===== src/rtl/alt_eyemon_dprio2avmm.sv =====
// DPRIO responder turning wren/rden requests into single AVMM master transfers.
// Optional CMD-state timeout: define ALT_EYEMON_DPRIO2AVMM_TIMEOUT_EN.
module alt_eyemon_dprio2avmm #(
  parameter int DPRIO_ADDR_WIDTH = 16,
  parameter int DPRIO_DATA_WIDTH = 16,
  parameter int TIMEOUT_CYCLES   = 255,
  parameter logic [DPRIO_DATA_WIDTH-1:0] TIMEOUT_RDATA = 16'hFFFF
) (
  input  logic                        i_avmm_clk,
  input  logic                        i_resetn,
  input  logic                        i_dprio_wren,
  input  logic                        i_dprio_rden,
  input  logic [DPRIO_ADDR_WIDTH-1:0] i_dprio_addr,
  input  logic [DPRIO_DATA_WIDTH-1:0] i_dprio_data,
  output logic                        o_dprio_busy,
  output logic [DPRIO_DATA_WIDTH-1:0] o_dprio_out,
  output logic [DPRIO_ADDR_WIDTH-1:0] o_avmm_address,
  output logic                        o_avmm_read,
  output logic                        o_avmm_write,
  output logic [DPRIO_DATA_WIDTH-1:0] o_avmm_writedata,
  input  logic [DPRIO_DATA_WIDTH-1:0] i_avmm_readdata,
  input  logic                        i_avmm_waitrequest,
  output logic                        o_timeout
);

  typedef enum logic [1:0] {
    IDLE,
    CMD,
    RELEASE
  } state_t;

  state_t state;

`ifdef ALT_EYEMON_DPRIO2AVMM_TIMEOUT_EN
  localparam int CW = $clog2(TIMEOUT_CYCLES);
  logic [CW-1:0] tmo_cnt;
`else
  assign o_timeout = 1'b0;
`endif

  always_ff @(posedge i_avmm_clk or negedge i_resetn) begin
    if (!i_resetn) begin
      state            <= IDLE;
      o_dprio_busy     <= 1'b0;
      o_dprio_out      <= '0;
      o_avmm_address   <= '0;
      o_avmm_read      <= 1'b0;
      o_avmm_write     <= 1'b0;
      o_avmm_writedata <= '0;
`ifdef ALT_EYEMON_DPRIO2AVMM_TIMEOUT_EN
      o_timeout        <= 1'b0;
      tmo_cnt          <= '0;
`endif
    end else begin
      unique case (state)
        IDLE: begin
          // write wins when both strobes arrive together
          if (i_dprio_wren || i_dprio_rden) begin
            o_avmm_address   <= i_dprio_addr;
            o_avmm_writedata <= i_dprio_data;
            o_avmm_write     <= i_dprio_wren;
            o_avmm_read      <= ~i_dprio_wren;
            o_dprio_busy     <= 1'b1;
            state            <= CMD;
`ifdef ALT_EYEMON_DPRIO2AVMM_TIMEOUT_EN
            tmo_cnt          <= '0;
`endif
          end
        end
        CMD: begin
          if (!i_avmm_waitrequest) begin
            if (o_avmm_read)
              o_dprio_out <= i_avmm_readdata;
            o_avmm_read  <= 1'b0;
            o_avmm_write <= 1'b0;
            o_dprio_busy <= 1'b0;
            state        <= RELEASE;
          end
`ifdef ALT_EYEMON_DPRIO2AVMM_TIMEOUT_EN
          else if (tmo_cnt == CW'(TIMEOUT_CYCLES - 1)) begin
            if (o_avmm_read)
              o_dprio_out <= TIMEOUT_RDATA;
            o_avmm_read  <= 1'b0;
            o_avmm_write <= 1'b0;
            o_dprio_busy <= 1'b0;
            o_timeout    <= 1'b1;
            state        <= RELEASE;
          end else begin
            tmo_cnt <= tmo_cnt + 1'b1;
          end
`endif
        end
        RELEASE: begin
          // a strobe still held from the last request must not re-fire
          if (!i_dprio_wren && !i_dprio_rden)
            state <= IDLE;
        end
        default: state <= IDLE;
      endcase
    end
  end

endmodule


===== config.mk =====
export PLATFORM = sky130hd
export DESIGN_NAME = alt_eyemon_dprio2avmm
export DESIGN_NICKNAME = d
export VERILOG_FILES = /design/src/rtl/alt_eyemon_dprio2avmm.sv
export SDC_FILE = /design/constraint.sdc
export NUM_CORES = 1
export LEC_CHECK = 0
export CAP_MARGIN = 30
export CORE_MARGIN = 2
export CORE_UTILIZATION = 40
export CTS_CLUSTER_DIAMETER = 50
export DETAILED_ROUTE_END_ITERATION = 16
export PLACE_DENSITY = 0.8
export SYNTH_ARGS = -nofsm -noshare
export SYNTH_HDL_FRONTEND = slang
export SYNTH_SLANG_ARGS = --single-unit
export TNS_END_PERCENT = 10

===== constraint.sdc =====
create_clock -name i_avmm_clk -period 2.07 [get_ports i_avmm_clk]
set_input_delay 0.414 -clock i_avmm_clk [delete_from_list [all_inputs] [get_ports i_avmm_clk]]
set_output_delay 0.414 -clock i_avmm_clk [all_outputs]
set_load 0.01 [all_outputs]

# Yosys cells after proc, flatten, opt, wreduce, memory -nomap -nowiden
# Cells that the tools add are included.
dict set report totals {
  ff_bits 53
  latchBits 0
  mem_bits_rw 0
  romBits 0
  inputBits 53
  out_inout_bits 52
  mem_count 0
}
dict set report op_classes {
  n_addsub 0
  multipliers 0
  n_div 0
  magnitude_cmp 0
  eq_ne 5
  shifts 0
  n_mux 11
  bitwise_logic 2
  n_reduce_logical 10
}
# cell n
set ops {}
lappend ops {{$reduce_and 3->1} 3}
lappend ops {{$mux 2} 3}
lappend ops {{$ne 2x2->1 const B} 3}
lappend ops {{$pmux 1 s2} 3}
lappend ops {{$pmux 2 s3} 1}
lappend ops {{$mux 1} 4}
lappend ops {{$eq 2x1->1 const B} 1}
lappend ops {{$eq 2x2->1 const B} 1}
lappend ops {{$logic_not 1->1} 2}
lappend ops {{$logic_not 2->1} 1}
lappend ops {{$not 1->1} 2}
lappend ops {{$reduce_and 2->1} 1}
lappend ops {{$reduce_bool 2->1} 1}
lappend ops {{$logic_and 1x1->1} 1}
lappend ops {{$logic_or 1x1->1} 1}

# Logic depth before layout (Yosys ltp)
dict set report logic_depth {
  ltp_word 4
  ltp_mapped 5
}

# Least setup slack after synthesis
# No wires, ideal clock.
dict set report synth_path {
  kind {register to register}
  start {register state[0]}
  end {register o_avmm_address[10]}
  setup_time_ps 125
  arrival_ps 1323
  t_required_ps 1945
  slack_ps 622
  stages_incl_launch_ff 5
  n_path_buf 2
  path_cell_list {dfrtp_1 > buf_2 > nor3_4 > buf_2 > mux2_2}
}
dict set report synth_between {
  elab_chain_len 2
}
# item line_no
set synth_lines {}
lappend synth_lines {{from (decl)} 32} ;# state_t state;
lappend synth_lines {{from (signal assigned)} 43} ;# state <= IDLE;
lappend synth_lines {{from (signal assigned)} 64} ;# state <= CMD;
lappend synth_lines {{from (signal assigned)} 77} ;# state <= RELEASE;
lappend synth_lines {{$logic_not 2->1} 55} ;# unique case (state)
lappend synth_lines {{$reduce_and 2->1 (no line)} --}
lappend synth_lines {{to (signal assigned)} 59} ;# o_avmm_address <= i_dprio_addr;
lappend synth_lines {{to (decl)} 17} ;# output logic [DPRIO_ADDR_WIDTH-1:0] o_avmm_address,
# No other way between the ends.
# A chain may end at the register's enable or synchronous reset.

# Final worst setup path
dict set report layout_path {
  start {register o_avmm_read}
  end {output port o_avmm_read}
}
# item line_no
set layout_rtl {}
lappend layout_rtl {{from (decl)} 18} ;# output logic o_avmm_read,
lappend layout_rtl {{from (signal assigned)} 62} ;# o_avmm_read <= ~i_dprio_wren;
# No word-level cell between the ends.

==> metrics.yaml <==
clk_path_buf_depth: 2
ant_nets: 0
cts_tree: "built"
met2_usage_pct: 24.5
syn2layout_area_growth_pct: 57.2
post-cts-setup-buffers: 0
slowest_delay_ns: 0.56
wl_per_cell_um: 14.3
worstPathCellList: "clkdlybuf4s50_1"
gr-total-overflow: 0
r2r_end: "o_dprio_out[15]$_DFFE_PN0P_"
gp_congestion: 0.701
core_sq_um: 5070
gr-usage-met3_pct: 7.70
hold_viol: 0
p_per_area_nw_per_um2: 1470
fin_util_pct: 64.8
pre_cts_ws_ns: 0.132
critPathCaptureType: "output port"
top_usage_layer: "met2"
critPathTopFamily: "buffers and inverters"
r2r_start: "state[0]$_DFFE_PN0P_"
num_io_pins: 105
dieArea_sq_um: 5820
drive_gt1_share_pct: 25.8
fmax_ghz: 0.600
grt_max_degree: 34
cts.sinks: 53
drt_iter0_drc: 47
netlist_area_sq_um: 2090
layout_common_cells: "clkdlybuf4s50_1 (102), dfrtp_1 (53), mux2_2 (38)"
io_buffers: 103
htreeDepth: 2
cts_hold_buf: 0
synthDistinctLibCells: 24
final.period_utilization_pct: 80.5
grt_pass1_vias: 1422
rsz0062_at_grt: "no"
yosysSeqAreaShare_pct: 63.4
cp.required_ns: 1.66
rows: 26
status: "complete, no violations"
antenna_found_initial: 0
path_class: "register to output port"
reg2reg_depth: 3
hpwl_um: 3360
drc: 0
clock_tree.root_cell: "clkbuf_8"
irDropWorstVdd_mv: 0.752
post-route-min-period_ns: 1.67
ys_ff_latch: 53
clk_pin_slew_ns: 0.08
skew_ns: 0.00180
grt_pass1_wl_um: 7260
setup_viol_count_final: 0
grtUsageTotal_pct: 15.9
fin_ws_ns: 0.404
chipWidth_um: 76.3
final_common_cell: "clkdlybuf4s50_1"
drv_slew: 0
initial_utilization_pct: 41.2
cpMaxStageDelayCell: "clkdlybuf4s50_1"
grt_util_met1_pct: 20.1
cts_buffers: 5
syn-num-nets: 182
insertion_delay_ns: 0.29
dieHeight_um: 76.3
arrival_ns: 1.25
critPathBufInv: 1
hold_slack_ns: 0.0362
leakage_nw: 1.36
finalSetupTns_ns: 0
first_pass_iters: 4
hold_path.class: "primary input to asynchronous set/reset pin"
fin_nets: 289
yosys_warnings: 0
n_antenna_cell: 0
syn_area_per_cell_sq_um: 16.2
crit_fanout: 4
r2r_slack_ns: 0.59
via_per_inst: 4.71
routed_wl_um: 4390
postCtsResizedCells: 0
start_kind: "register"
drv_cap: 0
vias: 1442
postSynthCellCount: 129
## cells by family (layout without fill, tap and decap cells)
kind of cell | count (synthesis) | in the layout | synth area share [%]
simple gates | 10 | 10 | 3.17
buf+inv | 10 | 117 | 3.35
other cells | 1 | 1 | 0.179
compound gates | 7 | 7 | 2.21
mux | 48 | 48 | 27.6
flops | 53 | 53 | 63.4
## sequential cells by signal (all words and copies together) (netlist names)
name,flops
o_avmm_address,16
o_avmm_read,1
o_avmm_write,1
o_avmm_writedata,16
o_dprio_busy,1
o_dprio_out,16
state,2
## Yosys cell counts
| cell | number | area share, % |
|---|---|---|
| nor2b_1 | 1 | 0.30 |
| nor2_1 | 1 | 0.18 |
| mux2_4 | 10 | 7.2 |
| o31ai_1 | 1 | 0.36 |
| buf_4 | 1 | 0.36 |
| nand2_1 | 1 | 0.18 |
| nor3_1 | 2 | 0.48 |
| a2bb2oi_1 | 1 | 0.42 |
| buf_2 | 4 | 0.96 |
| buf_6 | 1 | 0.54 |
| nand3b_1 | 1 | 0.36 |
| o22ai_1 | 1 | 0.30 |
| inv_1 | 3 | 0.54 |
| nor2_2 | 1 | 0.30 |
| mux2_2 | 38 | 20 |
| o32ai_1 | 1 | 0.42 |
| a21oi_1 | 2 | 0.48 |
| nor3_4 | 1 | 0.78 |
| buf_12 | 1 | 0.96 |
| conb_1 | 1 | 0.18 |
| and3_1 | 1 | 0.30 |
| nand2b_1 | 1 | 0.30 |
| dfrtp_1 | 53 | 63 |
| o21ai_0 | 1 | 0.24 |
## metrics by stage
step	total power [mW]	std cells	area (sq um)
2_1_floorplan	3.01	129	2090
3_3_place_gp	4.27	299	3200
3_5_place_dp	4.33	299	3200
4_1_cts	4.91	306	3290
5_1_grt	5.13	306	3290
6_report	4.84	306	3290
## routing by layer
metal  part of all wire [%]  vias to the layer above
met3                     11                        6
li1                       -                      662
met4                    1.1                        0
met2                     45                       77
met5                      0                        -
met1                     43                      697
## power breakdown
group / switching [mW] / internal [mW]
sequential: 0.315 / 1.56
clock: 0.294 / 0.266
combinational: 0.816 / 1.58
total: 1.43 / 3.41
## cell type report
class	count	area, sq um
multi-input cells	66	694
repair buffers	107	1080
flip-flops and latches	53	1330
fillers	418	1790
inverters	3	11.3
clock buffers	7	86.3
well taps	70	87.6
## how the worst max path moves through the flow
stage                                       start                              end  slack (ns)  depth (start not counted)
after CTS                 o_avmm_read$_DFFE_PN0P_                      o_avmm_read        0.38                          1
final                     o_avmm_read$_DFFE_PN0P_                      o_avmm_read        0.40                          1
after floorplan              state[0]$_DFFE_PN0P_   o_avmm_address[10]$_DFFE_PN0P_        0.62                          4
after global placement               i_dprio_rden    o_avmm_address[6]$_DFFE_PN0P_        0.17                          5
after global routing      o_avmm_read$_DFFE_PN0P_                      o_avmm_read        0.32                          1
after detailed placement             i_dprio_wren  o_avmm_writedata[0]$_DFFE_PN0P_        0.13                          5
Power figures use the tool's default switching activity.
